<file path="config.mk">
export PLATFORM = sky130hd
export DESIGN_NAME = axis_pulse_generator_flat
export DESIGN_NICKNAME = d
export VERILOG_FILES = /design/src/rtl/axis_pulse_generator_if.sv /design/src/rtl/axis_pulse_generator.sv /design/src/flat_wrapper.sv
export SDC_FILE = /design/constraint.sdc
export NUM_CORES = 1
export LEC_CHECK = 0
export CORE_UTILIZATION = 45
export CTS_CLUSTER_DIAMETER = 60
export CTS_CLUSTER_SIZE = 30
export DETAILED_ROUTE_END_ITERATION = 16
export GPL_TIMING_DRIVEN = 1
export MAX_ROUTING_LAYER = met4
export PLACE_DENSITY = 0.75
export SLEW_MARGIN = 20
export SYNTH_ARGS = -nofsm -noshare
export SYNTH_HDL_FRONTEND = slang
export SYNTH_SLANG_ARGS = --single-unit
</file>
<file path="constraint.sdc">
create_clock -name aclk -period 8.7 [get_ports aclk]
set_input_delay 0.87 -clock aclk [delete_from_list [all_inputs] [get_ports aclk]]
set_output_delay 0.87 -clock aclk [all_outputs]
set_load 0.01 [all_outputs]
</file>
<file path="src/rtl/axis_pulse_generator_if.sv">
// AXI-Stream sample bus from the pulse generator to the DAC or loopback path.
// The master drives tdata/tvalid/tlast; the slave returns tready.
interface axis_pulse_generator_if #(
  parameter int DATA_WIDTH = 16
);
  logic [DATA_WIDTH-1:0] tdata;
  logic                  tvalid;
  logic                  tready;
  logic                  tlast;

  modport master (output tdata, output tvalid, output tlast, input tready);
  modport slave  (input tdata, input tvalid, input tlast, output tready);
endinterface

</file>
<file path="src/rtl/axis_pulse_generator.sv">
// Trapezoidal pulse-train AXI-Stream source; first sample 1 cycle after enable, registered outputs.
// Backpressure: tready low stalls the segment counters, so timing is counted in accepted samples.
module axis_pulse_generator #(
  parameter int AXIS_TDATA_WIDTH = 16,
  parameter int PULSE_WIDTH      = 16,
  parameter int CNTR_WIDTH       = 32
) (
  input  logic                                               aclk,
  input  logic                                               areset,
  input  logic [PULSE_WIDTH*3+AXIS_TDATA_WIDTH*3+32-1:0]     cfg_data,
  input  logic                                               enable,
  output logic                                               busy,
  output logic [31:0]                                        sts_data,
  axis_pulse_generator_if.master                             m_axis
);

  localparam int DW = AXIS_TDATA_WIDTH;
  localparam logic [CNTR_WIDTH-1:0] CNT_ONE = {{(CNTR_WIDTH-1){1'b0}}, 1'b1};

  typedef struct packed {
    logic [31:0]            pulse_count;
    logic [DW-1:0]          ramp_step;
    logic [DW-1:0]          top;
    logic [DW-1:0]          baseline;
    logic [PULSE_WIDTH-1:0] width;
    logic [PULSE_WIDTH-1:0] ramp;
    logic [PULSE_WIDTH-1:0] offset_start;
  } cfg_t;

  typedef enum logic [2:0] {
    S_IDLE, S_DELAY, S_PRE, S_UP, S_TOP, S_DOWN, S_POST
  } state_t;

  cfg_t                  cfg_in, cfg_q, cfg_d, ld_cfg;
  state_t                state_q, state_d, nxt;
  logic [CNTR_WIDTH-1:0] seg_cnt_q, seg_cnt_d;
  logic [DW-1:0]         tdata_q, tdata_d;
  logic                  tvalid_q, tvalid_d;
  logic                  tlast_q, tlast_d;
  logic                  busy_q;
  logic [31:0]           sts_q, sts_d;
  logic                  adv, seg_end, stop, load, go_idle;

  assign cfg_in = cfg_t'(cfg_data);

  function automatic logic [CNTR_WIDTH-1:0] seg_len(input state_t s, input cfg_t c);
    logic [CNTR_WIDTH-1:0] r;
    r = '0;
    case (s)
      S_DELAY:        r = CNTR_WIDTH'(c.offset_start);
      S_PRE, S_POST:  r = CNTR_WIDTH'(c.width >> 1);
      S_UP, S_DOWN:   r = CNTR_WIDTH'(c.ramp);
      S_TOP:          r = CNTR_WIDTH'(c.width);
      default:        r = '0;
    endcase
    return r;
  endfunction

  // First non-empty segment strictly after 'from'; S_IDLE when none remains.
  function automatic state_t next_seg(input state_t from, input cfg_t c);
    state_t r;
    r = S_IDLE;
    for (int i = 6; i >= 1; i--) begin
      if (i > int'(from) && seg_len(state_t'(i[2:0]), c) != '0)
        r = state_t'(i[2:0]);
    end
    return r;
  endfunction

  function automatic logic is_last(input state_t s, input logic [CNTR_WIDTH-1:0] cnt,
                                   input cfg_t c);
    return (s != S_DELAY) && (cnt + CNT_ONE == seg_len(s, c)) && (next_seg(s, c) == S_IDLE);
  endfunction

  // One saturating ramp step, computed one bit wider than the sample.
  function automatic logic [DW-1:0] sat_step(input logic [DW-1:0] a, input logic [DW-1:0] b,
                                             input logic sub);
    logic [DW:0]   s;
    logic [DW-1:0] r;
    s = sub ? ({a[DW-1], a} - {b[DW-1], b}) : ({a[DW-1], a} + {b[DW-1], b});
    if (s[DW] != s[DW-1])
      r = s[DW] ? {1'b1, {(DW-1){1'b0}}} : {1'b0, {(DW-1){1'b1}}};
    else
      r = s[DW-1:0];
    return r;
  endfunction

  function automatic logic [DW-1:0] entry_sample(input state_t s, input cfg_t c);
    logic [DW-1:0] r;
    case (s)
      S_UP:    r = sat_step(c.baseline, c.ramp_step, 1'b0);
      S_DOWN:  r = sat_step(c.top, c.ramp_step, 1'b1);
      S_TOP:   r = c.top;
      default: r = c.baseline;
    endcase
    return r;
  endfunction

  always_comb begin
    state_d   = state_q;
    seg_cnt_d = seg_cnt_q;
    tdata_d   = tdata_q;
    tvalid_d  = tvalid_q;
    tlast_d   = tlast_q;
    sts_d     = sts_q;
    cfg_d     = cfg_q;
    nxt       = S_IDLE;
    ld_cfg    = cfg_q;
    load      = 1'b0;
    go_idle   = 1'b0;
    stop      = 1'b0;
    adv       = tvalid_q & m_axis.tready;
    seg_end   = (seg_cnt_q + CNT_ONE == seg_len(state_q, cfg_q));

    if (state_q == S_IDLE) begin
      nxt    = next_seg(S_IDLE, cfg_in);
      ld_cfg = cfg_in;
      if (enable && nxt != S_IDLE) begin
        load  = 1'b1;
        sts_d = '0;
      end
    end else if (adv) begin
      if (!seg_end) begin
        seg_cnt_d = seg_cnt_q + CNT_ONE;
        tlast_d   = is_last(state_q, seg_cnt_q + CNT_ONE, cfg_q);
        if (state_q == S_UP)
          tdata_d = sat_step(tdata_q, cfg_q.ramp_step, 1'b0);
        else if (state_q == S_DOWN)
          tdata_d = sat_step(tdata_q, cfg_q.ramp_step, 1'b1);
      end else if (tlast_q) begin
        // Period boundary: fresh config is sampled here and governs the next period.
        sts_d = sts_q + 32'd1;
        stop  = ((cfg_q.pulse_count != 32'd0) && (sts_q + 32'd1 == cfg_q.pulse_count)) || !enable;
        if (!stop) begin
          nxt    = next_seg(S_DELAY, cfg_in);
          ld_cfg = cfg_in;
        end
        load    = (nxt != S_IDLE);
        go_idle = (nxt == S_IDLE);
      end else begin
        nxt     = next_seg(state_q, cfg_q);
        load    = (nxt != S_IDLE);
        go_idle = (nxt == S_IDLE);
      end
    end

    if (load) begin
      state_d   = nxt;
      cfg_d     = ld_cfg;
      seg_cnt_d = '0;
      tdata_d   = entry_sample(nxt, ld_cfg);
      tvalid_d  = 1'b1;
      tlast_d   = is_last(nxt, '0, ld_cfg);
    end else if (go_idle) begin
      state_d   = S_IDLE;
      seg_cnt_d = '0;
      tvalid_d  = 1'b0;
      tlast_d   = 1'b0;
    end
  end

  always_ff @(posedge aclk or posedge areset) begin
    if (areset) begin
      state_q   <= S_IDLE;
      seg_cnt_q <= '0;
      tdata_q   <= '0;
      tvalid_q  <= 1'b0;
      tlast_q   <= 1'b0;
      busy_q    <= 1'b0;
      sts_q     <= '0;
      cfg_q     <= '0;
    end else begin
      state_q   <= state_d;
      seg_cnt_q <= seg_cnt_d;
      tdata_q   <= tdata_d;
      tvalid_q  <= tvalid_d;
      tlast_q   <= tlast_d;
      busy_q    <= (state_d != S_IDLE);
      sts_q     <= sts_d;
      cfg_q     <= cfg_d;
    end
  end

  assign m_axis.tdata  = tdata_q;
  assign m_axis.tvalid = tvalid_q;
  assign m_axis.tlast  = tlast_q;
  assign busy          = busy_q;
  assign sts_data      = sts_q;

endmodule

</file>
<file path="src/flat_wrapper.sv">
// flat-port wrapper written by rule: the top's interface ports become plain ports
module axis_pulse_generator_flat 
#(
  parameter int AXIS_TDATA_WIDTH = 16,
  parameter int PULSE_WIDTH      = 16,
  parameter int CNTR_WIDTH       = 32
)
  (aclk, areset, cfg_data, enable, busy, sts_data, m_axis_tdata, m_axis_tvalid, m_axis_tlast, m_axis_tready);
  axis_pulse_generator_if #(.DATA_WIDTH((16))) m_axis_i ();
  input  logic aclk;
  input  logic areset;
  input  logic [PULSE_WIDTH*3+AXIS_TDATA_WIDTH*3+32-1:0] cfg_data;
  input  logic enable;
  output logic busy;
  output logic [31:0] sts_data;
  output wire logic [$bits(m_axis_i.tdata)-1:0] m_axis_tdata;
  output wire logic [$bits(m_axis_i.tvalid)-1:0] m_axis_tvalid;
  output wire logic [$bits(m_axis_i.tlast)-1:0] m_axis_tlast;
  input wire logic [$bits(m_axis_i.tready)-1:0] m_axis_tready;
  assign m_axis_tdata = m_axis_i.tdata;
  assign m_axis_tvalid = m_axis_i.tvalid;
  assign m_axis_tlast = m_axis_i.tlast;
  assign m_axis_i.tready = m_axis_tready;
  axis_pulse_generator #(.AXIS_TDATA_WIDTH(AXIS_TDATA_WIDTH), .PULSE_WIDTH(PULSE_WIDTH), .CNTR_WIDTH(CNTR_WIDTH)) u_core (.aclk(aclk), .areset(areset), .cfg_data(cfg_data), .enable(enable), .busy(busy), .sts_data(sts_data), .m_axis(m_axis_i));
endmodule
</file>
==> impl_results.md, run 1 <==
* Clock Sinks at roughly 210
* Final Hold Vio Count at 0
* Iteration-0 DRC Markers at approximately 1400
* Setup TNS at 0 ns
* Antenna Nets Post-Route at 0
* Power Dens Cells at 320 mW/mm^2
* Largest family of logic cells by synthesized area: simple AND/OR/NAND/NOR gates
* RSZ-0062 raised after global routing: no
* Worst Hold Class: reg2reg
* Final setup violation count at 0
* CP endpoint kind: flip-flop
* Hold Path Depth at 1
* Sequential-to-total area share from yosys stat at 30.7%
* CP max-delay cell: dfrtp_1
* Cts bufs inserted at 25
* Slew at the pin with the worst max-slew slack at approximately 1.1 ns
* Ys Warns at 0
* RR Endpoint: u_core.m_axis.tdata[12]
* Total gr overflow at 0
* First-pass GRT wire length at 89400 um
* Die height at a little under 200 um
* Max cap viols at 0
* Arr. time, crit path at about 8.6 ns
* Rows at ~70
* Die extent in x at between 150 and 200 um
* CP Max Fanout at 14
* Routed len/inst at 21.5 um
* Core Area at 0.0379 sq mm
* DPL Wire Length at between 40000 and 50000 um
* Largest net degree at the start of global routing at approximately 100
* Layout cells sized above 1 at 10.6%
* R2R Path Start: u_core.sts_data[16]
* Clock Skews at 0.0443 ns
* Syn nets at 2223
* Status: complete, no violations
* Clock Path Buffers at 3
* Nature of the critical path startpoint: flip-flop
* Core Util, Final at roughly 54%
* Final period util at a little over nine tenths
* Post-synthesis compound-gate area fraction at 20.7%
* Die Footprint at between 0.03 and 0.04 sq mm
* Register bit total from synthesis at 214
* Starting Density at between 40% and 50%
* Fin crit period at approximately 8.2 ns
* Worst-path clk slew at about 0.070 ns
* Synthesized instance count at roughly 2000
* H-tree level count at 1
* Total track usage at between 20% and 30%
* Residual DRC at 0
* Vias in the first global route at 16127
* Initial antenna violation count at 3
* R2r setup slk at 0.50 ns
* Vias per Instance at between 6 and 7
* Async set-reset flop share out of synthesis at 100%
* DRT Pass-1 Iters at 6
* Syn avg cell area at approximately 8.6 sq um
* Most frequent CP cell: buf_4
* Slew headroom at a little over a quarter
* IO Port Bufs at approximately 180
* Area growth syn-to-layout at 17.4%
* Critical path type: reg2reg
* Maximum clock frequency at approximately 120 MHz
* Layout Nets at between 2000 and 2500
* Via count at about 17000
* Simple-gate portion of the synthesized area at between 20% and 30%
* Clock root buffer: clkbuf_16
* Max-slew violation count at 0
* Clk Latency, worst-skew pair at a little under 0.6 ns
* Final WL at 57100 um
* IO Pins at approximately 180
* Adder-Cell Fraction of Synth Area at under 10%
* Library cells used by synthesis at a little over 100
* Hold Path End: u_core.cfg_q[59]
* R2R depth at 26
* P_leak at between 8 and 9 nW
* Peak VDD IR at 258 uV
* CTS tree: built
* Hold Startpoint: u_core.cfg_q[59]
* Fillers at ~3500
* CP peak stage delay at between 0.5 and 0.6 ns
* Post-synth EDFFs at 0
* Mux contribution to synthesized area at about 10%
* RePlAce Congestion at between 0.9 and 1
* Netlist Area Pre-Place at between 0.015 and 0.02 sq mm
* Worst Path Required at 9.08 ns
* Primary FF master, synth: dfrtp_1
* Synth Area in XOR/XNOR at a little over 7%
[layout make-up]
| class | instances | area [sq um] | share of cell area (%) |
|---|---|---|---|
| multi-input combinational | 1595 | 11200 | 54.9 |
| sequential | 214 | 5360 | 26.2 |
| timing repair buffer | 210 | 2040 | 9.95 |
| clock buffer | 27 | 643 | 3.14 |
| tap | 511 | 639 | 3.12 |
| inverter | 84 | 323 | 1.58 |
| clock inverter | 17 | 238 | 1.16 |
| antenna | 2 | 5.00 | 0.0245 |
[worst max-delay path by stage]
| stage | end | start | depth (start not counted) |
|---|---|---|---|
| finish | u_core.m_axis.tdata[12] | u_core.sts_data[16] | 26 |
| global route | u_core.m_axis.tdata[12] | u_core.sts_data[8] | 26 |
| CTS | u_core.m_axis.tdata[12] | u_core.sts_data[16] | 26 |
| detailed placement | u_core.m_axis.tdata[12] | u_core.sts_data[16] | 26 |
| global placement | u_core.m_axis.tdata[14] | u_core.sts_data[16] | 22 |
| floorplan | u_core.busy | areset | 1 |
[critical path: cells and delay by family, from the launching register on]
kind                     cells  cell delay, ns
AO/OA/AOI/OAI               10            3.00
AND/OR/NAND/NOR              9            2.37
buffers and inverters        4            0.91
flip-flops                   1            0.55
adder cells (fa/ha/maj)      1            0.51
multiplexers                 1            0.44
XOR/XNOR                     1            0.19
[registers in the layout, indices dropped and copies added (netlist names)]
signal                cells
u_core.cfg_q            128
u_core.seg_cnt_q         32
u_core.sts_data          32
u_core.m_axis.tdata      16
u_core.state_q            3
u_core.busy               1
u_core.m_axis.tlast       1
u_core.m_axis.tvalid      1
[kinds of logic (layout without fill, tap and decap cells)]
family,Yosys count,count (layout)
AND/OR/NAND/NOR,678,678
AO/OA/AOI/OAI,545,545
flip-flops,214,214
buffers and inverters,211,338
multiplexers,160,160
XOR/XNOR,141,141
adder cells (fa/ha/maj),71,71
other,0,2
[per-stage QoR]
| stage | cell area, sq um | cells | total power [mW] | hold WS (ns) | setup WS (ns) |
|---|---|---|---|---|---|
| finish | 20500 | 2660 | 6.55 | 0.491 | 0.502 |
| global route | 20500 | 2660 | 6.99 | 0.518 | 0.00451 |
| CTS | 20400 | 2658 | 6.49 | 0.495 | 0.590 |
| detailed placement | 19600 | 2614 | 5.33 | 0.480 | 0.704 |
| global placement | 19600 | 2614 | 5.25 | 0.472 | 0.984 |
| floorplan | 17400 | 2020 | 4.27 | 0.459 | 1.98 |
[timing repair]
item | CTS | global route
resized for setup | 0 | 2
endpoints found under the setup margin | 0 | 1
setup buffers | 0 | 0
hold buffers | 0 | 0
hold endpoints to repair | 0 | 0
[power by group]
part	switching (mW)	internal, mW	leakage [nW]	total (mW)
sequential	0.424	1.33	2.61	1.75
clock	0.511	0.623	0.424	1.13
combinational	2.10	1.57	5.02	3.67
total	3.03	3.52	8.06	6.55
[cells in the final DEF, fill, tap and decap left out, drive strengths merged, types with 23 or more instances in the layout]
master and count:
dfrtp 214, clkdlybuf4s50 182, nor2 182, o21ai 157, nand2 123, a21oi 120, mux2 115, inv 92
xnor2 90, nor4 71, ha 67, nor3 58, xor2 51, nand3 50, nand4 46, mux2i 45
o31ai 32, a221oi 29, buf 28, clkbuf 27, o21a 25, a31oi 24, and3 23, nand2b 23
[layer usage]
layer	track usage [%]	vias to the layer above	part of all wire, %
li1	-	7692	-
met1	37.6	7989	42
met2	47.5	756	47
met3	4.19	163	7.1
met4	12.0	0	4.2
met5	-	-	0
[Yosys cell counts, types with 7 or more instances]
cell type	count	area share [%]
buf_4	10	0.43
a221oi_1	29	1.5
dfrtp_1	214	31
inv_1	83	1.8
a21o_1	18	0.77
nor2_1	179	3.9
o31ai_1	32	1.4
o21ai_0	141	4.0
o41ai_1	10	0.50
xor2_1	50	2.5
a211oi_1	14	0.60
ha_1	67	4.8
nand2b_1	23	0.83
or3_1	19	0.68
nor4_1	58	2.1
nor3_1	56	1.6
a21oi_1	119	3.4
clkbuf_1	67	1.4
and2_1	14	0.50
buf_2	44	1.3
nand3_1	50	1.4
mux2_1	20	1.3
and4_1	9	0.45
o211ai_1	16	0.69
a22oi_1	9	0.39
nor2b_1	22	0.79
nand4_1	43	1.5
a31oi_1	24	0.86
and3_1	23	0.83
a2111oi_0	11	0.55
xnor2_1	90	4.5
o21a_1	25	1.1
mux2i_1	43	2.5
nor4_4	7	0.85
nand2_1	123	2.6
mux2_2	95	6.1
o21ai_1	15	0.43
o21bai_1	8	0.34
(Power assumes the default switching activity.)
==> inputs of run 2 (changes only) <==
--- a/config.mk
+++ b/config.mk
@@ -5,13 +5,13 @@
 export SDC_FILE = /design/constraint.sdc
 export NUM_CORES = 1
 export LEC_CHECK = 0
-export CORE_UTILIZATION = 45
+export CORE_UTILIZATION = 59
 export CTS_CLUSTER_DIAMETER = 60
 export CTS_CLUSTER_SIZE = 30
 export DETAILED_ROUTE_END_ITERATION = 16
 export GPL_TIMING_DRIVEN = 1
 export MAX_ROUTING_LAYER = met4
-export PLACE_DENSITY = 0.75
+export PLACE_DENSITY = 0.92
 export SLEW_MARGIN = 20
 export SYNTH_ARGS = -nofsm -noshare
 export SYNTH_HDL_FRONTEND = slang
==> impl_results.md, run 2 (synthesis results as in run 1) <==
* Status: complete, no violations
* Slack of the critical path at 0.679 ns (+0.177 ns)
* Non-Filler Instances at 2532 (-4.8%)
* Max-slew violation count at 0 (unchanged)
* Final Hold Vio Count at 0 (unchanged)
* Sw Share at 46.3% (+0.096 points)
* DRT Pass-1 Iters at 6 (unchanged)
* Cts bufs inserted at 22 (-12%)
* Largest register FFs at 128 (unchanged)
* Worst path bufs/invs at 3 (-1)
* Critical Path Start: u_core.sts_data[8]
* Slew headroom at 27.4% (+1.1 points)
* Iteration-0 DRC Markers at 1910 (+39%)
* Die height at 174 um (-13%)
* Total gr overflow at 0 (unchanged)
* Nature of the critical path startpoint: flip-flop
* IO Pins at 183 (unchanged)
* CP endpoint: u_core.m_axis.tdata[1]
* P_leak at 8.04 nW (-0.27%)
* Via count at 16978 (+2.3%)
* H-tree level count at 1 (unchanged)
* Clk Latency, worst-skew pair at 0.53 ns (-0.05 ns)
* Worst slack, placed at 0.941 ns (+0.238 ns)
* Total track usage at 38.4% (+8.7 points)
* DPL Wire Length at 42800 um (-1.3%)
* Worst-path clk slew at 0.08 ns (about the same)
* Worst path top cell family by delay: compound AO/OA/AOI/OAI gates
* CTS Hold Bufs at 0 (unchanged)
* Residual DRC at 0 (unchanged)
* Largest net degree at the start of global routing at 102 (-1.9%)
* Sequential share of power at 27.1% (+0.3 points)
* Vias per Instance at 6.71 (+7.4%)
* Die extent in x at 174 um (-13%)
* Max cap viols at 0 (unchanged)
* Starting Density at 60.4% (+14 points)
* Biggest register: u_core.cfg_q
* Power Dens Cells at 320 mW/mm^2 (about the same)
* Fin crit period at 8.02 ns (-0.177 ns)
* R2R Path Start: u_core.sts_data[8]
* Clock Skews at 0.0170 ns (-0.0274 ns)
* CP Max Fanout at 31 (+17)
* Register area at 0.00536 sq mm (unchanged)
* Final WL at 57100 um (about the same)
* Worst Path Required at 9.11 ns (+0.03 ns)
* Arr. time, crit path at 8.43 ns (-0.15 ns)
* CP peak stage delay at 0.60 ns (+0.05 ns)
* Fillers at 2270 (-35%)
* Clock Sinks at 214 (unchanged)
* Placed Cells at 2490 (-4.7%)
* Final period util at 92.2% (-2.0 points)
* Clock root buffer: clkbuf_16
* Vias in the first global route at 16438 (+1.9%)
* Die Footprint at 0.0303 sq mm (-24%)
* Layout Nets at 2333 (unchanged)
* Clock share of power at 16.2% (-1.1 points)
* RSZ-0062 raised after global routing: no
* Clock Path Buffers at 3 (unchanged)
* Critical path type: reg2reg
* Peak VDD IR at 242 uV (-6.3%)
* Fin area at 0.0202 sq mm (-1.1%)
* Initial antenna violation count at 2 (-1)
* # resized after CTS at 0 (unchanged)
* Slew at the pin with the worst max-slew slack at 1.07 ns (-0.0347 ns)
* Setup bufs post-CTS at 0 (unchanged)
* Sw power at 3.01 mW (-0.81%)
* Rows at 62 (-13%)
* Area of the multi-input gates at 0.0112 sq mm (about the same)
* R2R depth at 26 (unchanged)
* Crit path depth at 26 (unchanged)
* First-pass GRT wire length at 90100 um (+0.77%)
* Routed len/inst at 22.6 um (+5.1%)
* CP endpoint kind: flip-flop
* RR Endpoint: u_core.m_axis.tdata[1]
* Final setup violation count at 0 (unchanged)
* Layout cells sized above 1 at 10.6% (about the same)
* Post-placement cell area at 0.0194 sq mm (-0.63%)
* Area growth syn-to-layout at 16.1%
* Maximum clock frequency at 125 MHz (+2.2%)
* Commonest non-fill, non-tap cell in the layout: dfrtp_1
* Worst Hold Class: reg2reg
* Core Area at 0.0289 sq mm (-24%)
* Setup TNS at 0 ns (unchanged)
* CTS tree: built
* Combinational share of power at 56.7% (+0.7 points)
* Hold Startpoint: u_core.cfg_q[55]
* Core Util, Final at 70.2% (+16 points)
* Most frequent cells in the layout: 214 x dfrtp_1, 182 x clkdlybuf4s50_1, 176 x nor2_1
* IO Port Bufs at 182 (unchanged)
* CP max-delay cell: nor2_1
* Antenna Nets Post-Route at 0 (unchanged)
* RePlAce Congestion at 1.03 (+5.8%)
* Internal Power at 3.48 mW (-1.2%)
* R2r setup slk at 0.68 ns (+0.18 ns)
-- run 2: cell types whose count changed in the layout (fill, tap and decap cells not counted), sizes merged --
cell | previous run | this run
clkbuf | 27 | 24
clkinv | 6 | 4
clkinvlp | 1 | 2
buf | 28 | 31
-- run 2: worst register-to-register path, delay by kind of cell, from the launching register on --
family / cells / cell delay [ns]
AOI/OAI and AO/OA: 11 / 2.90
and+or+nand+nor: 8 / 2.57
buffers and inverters: 3 / 0.84
DFF: 1 / 0.58
adders and majority gates: 2 / 0.41
muxes: 1 / 0.41
xor gates and xnor gates: 1 / 0.19
-- run 2: power by group through the flow --
stage	combinational (mW)	clock [mW]	sequential (mW)
3_3_place_gp	3.48	0	1.74
4_1_cts	3.61	1.06	1.74
5_1_grt	4.02	1.09	1.78
3_5_place_dp	3.57	0	1.75
6_report	3.68	1.05	1.76
2_1_floorplan	2.69	0	1.58
-- run 2: metrics by stage --
stage,hold slack [ns],total power [mW]
global placement,0.472,5.21
floorplan,0.459,4.27
finish,0.505,6.49
global route,0.525,6.89
detailed placement,0.482,5.32
CTS,0.506,6.40
-- run 2: final cells by class --
cell class	count	share of cell area (%)
Multi-Input combinational cell	1595	55.5
Sequential cell	214	26.4
Inverter	84	1.59
Clock buffer	24	2.91
Clock inverter	16	0.989
Timing Repair Buffer	213	10.2
Tap cell	384	2.37
Antenna cell	2	0.0247
-- run 2: how the worst min path moves through the flow --
| stage | end | cells after the start | slack (ns) |
|---|---|---|---|
| after floorplan | u_core.cfg_q[48] | 1 | 0.46 |
| after CTS | u_core.cfg_q[48] | 1 | 0.51 |
| after global placement | u_core.cfg_q[59] | 1 | 0.47 |
| after detailed placement | u_core.cfg_q[48] | 1 | 0.48 |
| after global routing | u_core.cfg_q[51] | 1 | 0.53 |
| final | u_core.cfg_q[55] | 1 | 0.50 |
-- run 2: routing by layer --
metal	global-route usage [%]	part of all wire [%]	up-vias
met3	5.14	7.5	203
met2	59.5	45	898
met5	-	0	-
li1	-	-	7689
met4	21.4	6.4	0
met1	48.5	41	8188
==> inputs of run 3 (changes only) <==
--- a/config.mk
+++ b/config.mk
@@ -10,6 +10,7 @@
 export CTS_CLUSTER_SIZE = 30
 export DETAILED_ROUTE_END_ITERATION = 16
 export GPL_TIMING_DRIVEN = 1
+export HOLD_SLACK_MARGIN = 0.06
 export MAX_ROUTING_LAYER = met4
 export PLACE_DENSITY = 0.92
 export SLEW_MARGIN = 20
==> results of run 3 <==
Same layout as run 2: the final DEF is identical, and so are final timing and power.
